==> config.mk <==
export PLATFORM = sky130hd
export DESIGN_NAME = mul_div_unit
export DESIGN_NICKNAME = d
export VERILOG_FILES = /design/src/rtl/mul_div_unit.sv
export SDC_FILE = /design/constraint.sdc
export NUM_CORES = 1
export LEC_CHECK = 0
export ABC_AREA = 0
export BUFFER_PORTS_ARGS = -buffer_cell sky130_fd_sc_hd__buf_2
export CORE_MARGIN = 5
export CORE_UTILIZATION = 29
export CTS_BUF_LIST = sky130_fd_sc_hd__clkbuf_8
export DETAILED_ROUTE_END_ITERATION = 8
export PLACE_DENSITY = 0.56
export SYNTH_ARGS = -nofsm -noshare
export SYNTH_HDL_FRONTEND = slang
export SYNTH_SLANG_ARGS = --single-unit
==> constraint.sdc <==
create_clock -name clk -period 3.1 [get_ports clk]
set_input_delay 0.155 -clock clk [delete_from_list [all_inputs] [get_ports clk]]
set_output_delay 0.155 -clock clk [all_outputs]
set_load 0.05 [all_outputs]
==> src/rtl/mul_div_unit.sv <==
// Iterative unsigned multiplier / restoring divider, one bit per cycle.
// Latency: WIDTH+1 edges from accepting start to done (2 edges for divide by zero).
// Backpressure: none; start is ignored while busy, and results hold until the next completion.
module mul_div_unit #(
    parameter int WIDTH = 16
) (
    input  logic             clk,
    input  logic             rst_n,
    input  logic             start,
    input  logic             op,
    input  logic [WIDTH-1:0] a,
    input  logic [WIDTH-1:0] b,
    output logic             busy,
    output logic             done,
    output logic [WIDTH-1:0] result_lo,
    output logic [WIDTH-1:0] result_hi,
    output logic             dbz
);

    localparam int CW = (WIDTH > 1) ? $clog2(WIDTH) : 1;
    localparam logic [CW-1:0] LAST_STEP = CW'(WIDTH - 1);

    typedef enum logic [1:0] {
        IDLE = 2'd0,
        RUN  = 2'd1,
        DONE = 2'd2
    } state_t;

    state_t           state_q, state_d;
    logic [CW-1:0]    cnt_q, cnt_d;
    logic             op_q, op_d;
    logic [WIDTH-1:0] opb_q, opb_d;
    logic [WIDTH-1:0] hi_q, hi_d;
    logic [WIDTH-1:0] lo_q, lo_d;
    logic [WIDTH-1:0] res_lo_q, res_lo_d;
    logic [WIDTH-1:0] res_hi_q, res_hi_d;
    logic             dbz_q, dbz_d;

    // Datapath for one iteration; hi_q/lo_q hold {partial product, multiplier}
    // for multiply and {partial remainder, dividend/quotient} for divide.
    logic [WIDTH:0]   mul_sum;
    logic [WIDTH:0]   div_shift;
    logic             div_ge;
    logic [WIDTH-1:0] div_rem;
    logic [WIDTH-1:0] step_hi;
    logic [WIDTH-1:0] step_lo;

    always_comb begin
        mul_sum   = {1'b0, hi_q} + (lo_q[0] ? {1'b0, opb_q} : '0);
        div_shift = {hi_q, lo_q[WIDTH-1]};
        div_ge    = (div_shift >= {1'b0, opb_q});
        div_rem   = div_shift[WIDTH-1:0] - opb_q;
        if (op_q) begin
            step_hi = div_ge ? div_rem : div_shift[WIDTH-1:0];
            step_lo = {lo_q[WIDTH-2:0], div_ge};
        end else begin
            step_hi = mul_sum[WIDTH:1];
            step_lo = {mul_sum[0], lo_q[WIDTH-1:1]};
        end
    end

    always_comb begin
        state_d  = state_q;
        cnt_d    = cnt_q;
        op_d     = op_q;
        opb_d    = opb_q;
        hi_d     = hi_q;
        lo_d     = lo_q;
        res_lo_d = res_lo_q;
        res_hi_d = res_hi_q;
        dbz_d    = dbz_q;
        unique case (state_q)
            IDLE: begin
                if (start) begin
                    op_d    = op;
                    opb_d   = b;
                    hi_d    = '0;
                    lo_d    = a;
                    cnt_d   = '0;
                    state_d = RUN;
                end
            end
            RUN: begin
                if (op_q && (opb_q == '0)) begin
                    // Divide by zero: no iterations, dividend passes through as remainder.
                    res_lo_d = '1;
                    res_hi_d = lo_q;
                    dbz_d    = 1'b1;
                    state_d  = DONE;
                end else begin
                    hi_d  = step_hi;
                    lo_d  = step_lo;
                    cnt_d = cnt_q + CW'(1);
                    if (cnt_q == LAST_STEP) begin
                        res_lo_d = step_lo;
                        res_hi_d = step_hi;
                        dbz_d    = 1'b0;
                        state_d  = DONE;
                    end
                end
            end
            DONE: begin
                state_d = IDLE;
            end
            default: begin
                state_d = IDLE;
            end
        endcase
    end

    always_ff @(posedge clk or negedge rst_n) begin
        if (!rst_n) begin
            state_q  <= IDLE;
            cnt_q    <= '0;
            op_q     <= 1'b0;
            opb_q    <= '0;
            hi_q     <= '0;
            lo_q     <= '0;
            res_lo_q <= '0;
            res_hi_q <= '0;
            dbz_q    <= 1'b0;
        end else begin
            state_q  <= state_d;
            cnt_q    <= cnt_d;
            op_q     <= op_d;
            opb_q    <= opb_d;
            hi_q     <= hi_d;
            lo_q     <= lo_d;
            res_lo_q <= res_lo_d;
            res_hi_q <= res_hi_d;
            dbz_q    <= dbz_d;
        end
    end

    assign busy      = (state_q == RUN) || (state_q == DONE);
    assign done      = (state_q == DONE);
    assign result_lo = res_lo_q;
    assign result_hi = res_hi_q;
    assign dbz       = dbz_q;

endmodule
Word level (Yosys, flattened, before mapping)
Index checks and enable logic that the tools add are counted.
{"block": "word_totals", "out_inout_bits": 35, "reg_bits": 88, "in_bits": 36}
{"block": "classes", "n_eq_ne": 6, "magnitude_cmp": 1, "n_mux": 23, "n_addsub": 3, "reduce_logical": 10}
{"operator": "2-to-1 mux 16 bit", "count": 12}
{"operator": "case mux 16 bit (2 select lines)", "count": 2}
{"operator": "adder 16 x 16 -> 17 bit", "count": 1}
{"operator": ">= comparator 17 x 16 -> 1 bit", "count": 1}
{"operator": "logical NOT 16 bit", "count": 1}
{"operator": "subtractor 16 bit", "count": 1}
{"operator": "2-to-1 mux 4 bit", "count": 2}
{"operator": "case mux 4 bit (2 select lines)", "count": 1}
{"operator": "2-to-1 mux 2 bit", "count": 3}
{"operator": "AND reduction 2 bit", "count": 3}
{"operator": "adder 4 x 1 -> 4 bit, second input constant", "count": 1}
{"operator": "equality test 4 bit, second input constant", "count": 1}
{"operator": "!= test 2 bit, second input constant", "count": 2}
{"operator": "case mux 2 bit (2 select lines)", "count": 1}
{"operator": "nonzero test 2 bit", "count": 2}
{"operator": "!= test 3 bit, second input constant", "count": 1}
{"operator": "AND reduction 3 bit", "count": 1}
{"operator": "equality test 2 x 1 -> 1 bit, second input constant", "count": 1}
{"operator": "equality test 2 bit, second input constant", "count": 1}
{"operator": "logical NOT 2 bit", "count": 1}
{"operator": "2-to-1 mux 1 bit", "count": 2}
{"operator": "logical AND 1 bit", "count": 1}
{"operator": "logical OR 1 bit", "count": 1}

Longest topological paths before layout
Gate-level depths: netlist of run 1.
{"block": "depth", "word_depth": 5, "mapped_depth": 12, "ltp_nobuf": 12}

Worst setup path before layout of run 1
No wires, ideal clock.
{"block": "synth_path", "path_type": "flip-flop to flip-flop", "startpoint": "register lo_q[0]", "endpoint": "register hi_q[13]", "t_arrival_ps": 2459, "t_required_ps": 2976, "setup_slack_ps": 517, "synth_period_minus_slack_ps": 2583, "path_stages_with_launch": 12, "path_buffers": 1, "setup_time_ps": 124, "path_cell_list": "dfrtp_1 clkbuf_1 nand2_1 fa_1 nor2b_1 o2111a_1 o31ai_1 o21a_1 o21bai_1 a41o_1 nor3_1 o31a_1"}
{"block": "synth_via", "elab_chain_cells": 5}
{"item": "start, declared", "line_no": "34", "rtl": "logic [WIDTH-1:0] lo_q, lo_d;"}
{"item": "start signal, assigned", "line_no": "128", "rtl": "lo_q <= lo_d;"}
{"item": "2-to-1 mux 16 bit", "line_no": "49", "rtl": "mul_sum = {1'b0, hi_q} + (lo_q[0] ? {1'b0, opb_q} : '0);"}
{"item": "adder 16 x 16 -> 17 bit", "line_no": "49"}
{"item": "2-to-1 mux 16 bit", "line_no": "53", "rtl": "if (op_q) begin"}
{"item": "2-to-1 mux 16 bit", "line_no": "84", "rtl": "if (op_q && (opb_q == '0)) begin"}
{"item": "case mux 16 bit (2 select lines)", "line_no": "72", "rtl": "unique case (state_q)"}
{"item": "end signal, assigned", "line_no": "127", "rtl": "hi_q <= hi_d;"}
{"item": "end, declared", "line_no": "33", "rtl": "logic [WIDTH-1:0] hi_q, hi_d;"}
Every way passes these cells. The select of a mux whose other input is x is not followed.
A chain may end at the register's enable or synchronous reset.

Worst setup path after layout of run 1
{"block": "layout_path", "startpoint": "register lo_q[0]", "endpoint": "register res_hi_q[15] (netlist: result_hi[15])"}
{"block": "layout_via", "elab_chain_cells": 5}
{"item": "2-to-1 mux 16 bit", "line_no": "49"}
{"item": "adder 16 x 16 -> 17 bit", "line_no": "49"}
{"item": "2-to-1 mux 16 bit", "line_no": "53"}
{"item": "2-to-1 mux 16 bit", "line_no": "94", "rtl": "if (cnt_q == LAST_STEP) begin"}
{"item": "2-to-1 mux 16 bit", "line_no": "84"}
{"item": "end signal, assigned", "line_no": "130", "rtl": "res_hi_q <= res_hi_d;"}
{"item": "end, declared", "line_no": "36", "rtl": "logic [WIDTH-1:0] res_hi_q, res_hi_d;"}
Every way passes these cells. The select of a mux whose other input is x is not followed.

==> results.py, run 1 <==
metrics = {
    "status": {
        "outcome": "complete, no violations",
    },
    "critical_path": {
        "path_delay_family": "compound AO/OA/AOI/OAI gates",
        "r2r_slack_ps": 110,
        "critPathKind": "register to register",
        "rr_endpoint": "result_hi[15]",
        "cp_slowest_cell": "dfrtp_2",
        "reg2reg_depth": 12,
        "cp-endpoint": "result_hi[15]",
        "critPathCaptureType": "register",
        "cp_slowest_stage_delay_ps": 480,
        "startpoint_type": "register",
        "cp_max_fo": 6,
        "worstPathRequired_ps": 3380,
        "crit_start": "lo_q[0]",
        "arrival_ps": 3260,
        "path_cells": "and2_1, ha_1, inv_1, fa_1, nor2b_2, o2111a_1, o31ai_2, o21a_1, o21bai_2, a41o_1, o41ai_2, o31ai_1",
        "crit_buf_inv": 1,
        "timing.rr.start": "lo_q[0]",
        "cp.depth": 12,
    },
    "synth": {
        "synth_area_per_cell_um2": 8.565,
        "ys_seq_area_frac": 0.3759,
        "synth-edff-count": 0,
        "yosysMostFrequentCell": "dfrtp_1",
        "synthesis.nets": 759,
        "syn_area_um2": 5858,
        "ys_warn_count": 0,
        "yosys.area.top_type": "dfrtp_1",
        "async_reset_ff_frac": 1.000,
        "yosys-top-cells-area": "dfrtp_1, ha_1, o21ai_0",
        "yosysUniqueCellTypes": 66,
        "syn_inst": 684,
        "synthTopCellsByCount": "dfrtp_1, nand2_1, o21ai_0, a21oi_1, nor2_1",
        "yosysTopAreaCellShare": 0.3759,
        "synth-main-ff-cell": "dfrtp_1",
        "ys_ff_latch": 88,
    },
    "final_layout": {
        "multiInputGateArea_um2": 3426,
        "area_growth_pct": 21.83,
        "nNetsFinal": 860,
        "nFillCells": 2193,
        "num_antenna_cells": 0,
        "final_area_um2": 7137,
        "regArea_um2": 2205,
        "final_cells": 1060,
        "final_layout_size_suffix_gt1_frac": 0.1759,
    },
    "floorplanning": {
        "coreArea_um2": 20040,
        "die_y_um": 152.1,
        "start_util": 0.2923,
        "io_pins": 71,
        "dieArea_um2": 23140,
        "fp-row-count": 52,
        "die_w_um": 152.1,
    },
    "cts": {
        "clk_pin_slew_worst_paths_ps": 100,
        "cts_tree": "done",
        "cts-root-buf": "clkbuf_8",
        "htree_levels": 3,
        "cts_buffers": 9,
        "cts_buffer_depth": 2,
        "insertion_delay_ps": 390,
        "clock_sinks": 88,
    },
    "min_path": {
        "hold_path.class": "input port to register",
    },
    "placement": {
        "place_area_um2": 6606,
        "hpwl_um": 13510,
        "port_buffers": 70,
        "place_congestion": 0.8976,
        "place_inst": 1013,
    },
    "sta": {
        "rsz0062_at_grt": "no",
        "max_freq_mhz": 334.9,
        "maxSlewViolCount": 0,
        "hold_violations": 0,
        "finClkSkew_ps": 15.03,
        "maxSlewHeadroom": 0.3683,
        "finalCritPeriodShare": 0.9633,
        "tightest_slew_ps": 947.6,
        "finalSetupViolCount": 0,
        "period_needed_ps": 2986,
        "tns_ps": 0,
    },
    "routing": {
        "dr.first_iter.drc_count": 300,
        "viasPerCell": 5.075,
        "detail_route.first_pass.iterations": 5,
        "drt-total-wl_um": 18210,
        "via_count": 5379,
        "route.detailed.drc": 0,
        "post_drt_wl_per_cell_um": 17.18,
        "antenna_violating_nets_post_route": 0,
    },
    "power_and_ir_drop": {
        "p_leak_nw": 3.367,
        "ir_worst_vdd_mv": 0.4433,
        "p_per_area_nw_per_um2": 1008,
    },
    "grt": {
        "first_global_vias": 5500,
        "grt_pass1_wl_um": 29750,
        "grt_max_degree": 64,
        "overflow": 0,
        "antenna_found_initial": 0,
        "grt.total_usage": 0.1589,
    },
    "flow_run": {
        "cap_viol_max_count": 0,
    },
}
-- final cells by class --
| type | count | share of cell area |
|---|---|---|
| well taps | 270 | 0.04734 |
| clock inverters | 6 | 0.006311 |
| clock buffers | 10 | 0.01928 |
| flip-flops and latches | 88 | 0.3089 |
| multi-input cells | 529 | 0.4800 |
| inverters | 31 | 0.01630 |
| repair buffers | 126 | 0.1218 |
-- stage by stage --
| stage | hold slack [ps] | power, mW | util | setup WS (ps) |
|---|---|---|---|---|
| CTS | 0.3093 | 7.068 | 0.3526 | 15.01 |
| global route | 13.01 | 7.844 | 0.3561 | 5.816 |
| finish | 18.73 | 7.195 | 0.3561 | 113.7 |
| global placement | 331.6 | 6.209 | 0.3297 | -0.3928 |
| floorplan | -140.6 | 4.962 | - | 517.0 |
| detailed placement | 341.0 | 6.213 | 0.3297 | -56.72 |
-- registers in the layout (all words and copies together), names as in the netlist --
name	count
hi_q	16
lo_q	16
opb_q	16
result_hi	16
result_lo	16
cnt_q	4
state_q	2
dbz	1
op_q	1
-- per-layer routing --
metal	wire [um]	track usage	up-vias
li1	-	-	2666
met1	8606	0.2118	2581
met2	8520	0.2587	101
met3	570	0.02556	31
met4	511	0.06293	0
met5	0	0	-
-- worst min-delay path by stage --
stage	startpoint	cells past startpoint	endpoint	slack [ps]
after floorplan	rst_n	0	cnt_q[0]	-140
after global placement	rst_n	1	result_lo[7]	330
after detailed placement	rst_n	1	result_lo[7]	340
after CTS	a[13]	3	lo_q[13]	0.3
after global routing	a[10]	3	lo_q[10]	10
final	a[13]	3	lo_q[13]	20
-- worst register-to-register path, delay by kind of cell, from the launching register on --
kind | cells | cell delay, ps
AO/OA/AOI/OAI | 7 | 1690
adder cells (fa/ha/maj) | 2 | 410
buffers and inverters | 1 | 90
flip-flops | 1 | 480
AND/OR/NAND/NOR | 2 | 220
-- cell families (layout without fill, tap and decap cells) --
group                    count (synthesis)  after routing  share of synthesized area
AND/OR/NAND/NOR                        224            224                     0.1848
XOR/XNOR                                18             18                    0.02691
flip-flops                              88             88                     0.3759
adder cells (fa/ha/maj)                 39             39                    0.08586
buffers and inverters                   67            173                    0.04635
multiplexers                            29             29                    0.05083
AO/OA/AOI/OAI                          219            219                     0.2294
-- cell usage in the layout (no fill, tap or decap), drive strengths merged, types with 10 or more instances in the layout --
cell,count
nor3,21
and2,18
o21ai,76
ha,37
buf,99
nor2,40
a21o,10
nand3,19
a31oi,20
nand2,79
inv,33
mux2i,23
dlygate4sd3,27
xnor2,13
dfrtp,88
a21oi,58
clkbuf,10
-- repair_timing --
action / 4_1_cts / 5_1_grt
endpoints found under the setup margin: 2 / 14
hold buffers: 27 / 0
hold endpoints to repair: 86 / 0
buffers inserted: 0 / 4
pin swaps: 0 / 2
cloned: 0 / 0
gates resized for setup: 2 / 9
-- report_power, final --
group | switching (mW) | internal, mW
clock | 0.463 | 0.316
combinational | 2.79 | 1.87
sequential | 0.297 | 1.46
total | 3.55 | 3.65
Power figures use the tool's default switching activity.
==> run 2, diff against run 1 <==
REMOVE_ABC_BUFFERS = 1   (was unset)
==> run 2 against run 1 <==
  * Highest routed layer unchanged
  * Wire length decreased by 2.2%
  * Clock power increased by 1%
  * Combinational power decreased by 3%
  * Register-to-register slack improved by 20 ps
  * Worst setup slack improved by 21 ps
  * Clock skew decreased by 6.8 ps
  * Fmax increased by 0.72%
  * Global-route usage decreased by 0.45 points
  * Total power decreased by 1.2%
  * Flip-flop and latch count unchanged
  * Critical endpoint is now result_hi[12]
  * Sequential power about the same
==> results.py, run 2 (synthesized netlist as in run 1, its figures left out) <==
metrics = {
    "power_and_ir_drop": {
        "p_leak_nw": 3.341,
        "internal_power_mw": 3.641,
        "power_mw": 7.111,
        "p_seq_frac": 0.250,
        "swShare": 0.4879,
        "power.share.clock": 0.111,
        "p_switching_mw": 3.470,
        "p_per_area_nw_per_um2": 1006,
        "ir_worst_vdd_mv": 0.3854,
        "p_comb_frac": 0.639,
    },
    "floorplanning": {
        "fp-row-count": 52,
        "die_y_um": 152.1,
        "coreArea_um2": 20040,
        "dieArea_um2": 23140,
        "start_util": 0.2923,
        "io_pins": 71,
        "die_w_um": 152.1,
    },
    "sta": {
        "tightest_slew_ps": 951.7,
        "hold_violations": 0,
        "maxSlewHeadroom": 0.3655,
        "tns_ps": 0,
        "finalCritPeriodShare": 0.9565,
        "maxSlewViolCount": 0,
        "max_freq_mhz": 337.3,
        "finClkSkew_ps": 8.245,
        "period_needed_ps": 2965,
        "finalSetupViolCount": 0,
    },
    "flow_run": {
        "cap_viol_max_count": 0,
    },
    "cts": {
        "cts-root-buf": "clkbuf_8",
        "clk_pin_slew_worst_paths_ps": 90,
        "cts_buffers": 9,
        "htree_levels": 3,
        "cts_buffer_depth": 2,
        "clock_sinks": 88,
        "cts_tree": "done",
        "insertion_delay_ps": 390,
    },
    "critical_path": {
        "startpoint_type": "register",
        "path_cells": "buf_4, and2_1, ha_1, a2111oi_0, a21oi_1, nand2_2, o21bai_1, a311oi_1, nor3_1, a311oi_2, o21ai_0",
        "worstPathRequired_ps": 3370,
        "cp_max_fo": 13,
        "reg2reg_depth": 11,
        "cp_slowest_cell": "a2111oi_0",
        "critPathCaptureType": "register",
        "cp_slowest_stage_delay_ps": 480,
        "critPathKind": "register to register",
        "arrival_ps": 3230,
    },
    "routing": {
        "detail_route.first_pass.iterations": 5,
        "dr.first_iter.drc_count": 404,
        "route.detailed.drc": 0,
        "antenna_violating_nets_post_route": 0,
        "via_count": 5406,
        "post_drt_wl_per_cell_um": 16.93,
        "viasPerCell": 5.139,
        "drt-total-wl_um": 17810,
    },
    "final_layout": {
        "nNetsFinal": 854,
        "nFillCells": 2202,
        "area_growth_pct": 20.61,
        "layout_commonest_cell": "dfrtp_1",
        "final_cell_mix": "dfrtp_1, nand2_1, o21ai_0",
        "num_antenna_cells": 0,
        "final_layout_size_suffix_gt1_frac": 0.1688,
        "regArea_um2": 2205,
        "multiInputGateArea_um2": 3416,
        "fin_util": 0.3526,
    },
    "grt": {
        "first_global_vias": 5391,
        "antenna_found_initial": 0,
        "grt_pass1_wl_um": 29150,
        "overflow": 0,
        "grt.total_usage": 0.1544,
        "grt_max_degree": 52,
    },
    "status": {
        "outcome": "complete, no violations",
    },
    "placement": {
        "hpwl_um": 13480,
        "place_congestion": 0.9385,
        "port_buffers": 70,
    },
    "min_path": {
        "hold_path.class": "input port to register",
        "hold_depth": 3,
    },
}
run 2: cell count changes in the layout (fill, tap and decap cells not counted), sizes merged:
cell / delta
dlygate4sd3: -2
bufinv: +1
buf: -4
clkbuf: -1
clkinvlp: -1
inv: -1
run 2: area by class of cell:
type | count | area share
multi-input combinational | 529 | 0.4834
sequential | 88 | 0.3120
timing repair buffer | 120 | 0.1155
tap | 270 | 0.04781
clock buffer | 9 | 0.01753
inverter | 31 | 0.01647
clock inverter | 5 | 0.007260
run 2: power groups by stage:
stage	clock, mW	combinational (mW)	sequential, mW
floorplan	0	2.98	1.87
finish	0.789	4.54	1.78
detailed placement	0	4.38	1.80
global route	0.865	5.05	1.82
global placement	0	4.40	1.80
CTS	0.818	4.45	1.78
run 2: per-stage QoR:
stage	instance area [um2]	hold slack (ps)	cells	setup slack (ps)
2_1_floorplan	5703	-140.6	648	-1469
3_3_place_gp	6593	265.6	1011	-41.44
3_5_place_dp	6593	273.7	1011	-33.48
4_1_cts	7014	1.742	1049	27.70
5_1_grt	7066	8.540	1052	-2.884
6_report	7066	10.86	1052	135.0
run 2: final timing paths:
path / start / endpoint / slack, ps
setup / recovery: lo_q[0] / result_hi[12] / 130
hold / removal: a[11] / lo_q[11] / 10
setup reg to reg: lo_q[0] / result_hi[12] / 130
hold reg to reg: cnt_q[1] / cnt_q[1] / 510
max in group asynchronous: rst_n / result_hi[3] / 1950
min in group asynchronous: rst_n / opb_q[5] / 360
run 2: routing by layer:
layer	GRT usage	part of all wire	vias up
met5	0	0	-
met2	0.2496	0.46	118
met1	0.2098	0.48	2602
li1	-	-	2660
met4	0.04110	0.020	0
met3	0.03437	0.044	26
run 2: repair_timing:
| action | 4_1_cts | 5_1_grt |
|---|---|---|
| hold endpoints to repair | 72 | 1 |
| buffers inserted | 0 | 2 |
| gates resized for setup | 1 | 6 |
| pin swaps | 0 | 2 |
| setup endpoints to repair | 2 | 11 |
| hold buffers | 24 | 1 |
run 2: critical path, delay by kind of cell, from the launching register on:
kind | cells | cell delay, ps
adder cells (fa/ha/maj) | 1 | 330
flip-flops | 1 | 460
AND/OR/NAND/NOR | 3 | 380
AO/OA/AOI/OAI | 6 | 1480
buffers and inverters | 1 | 200
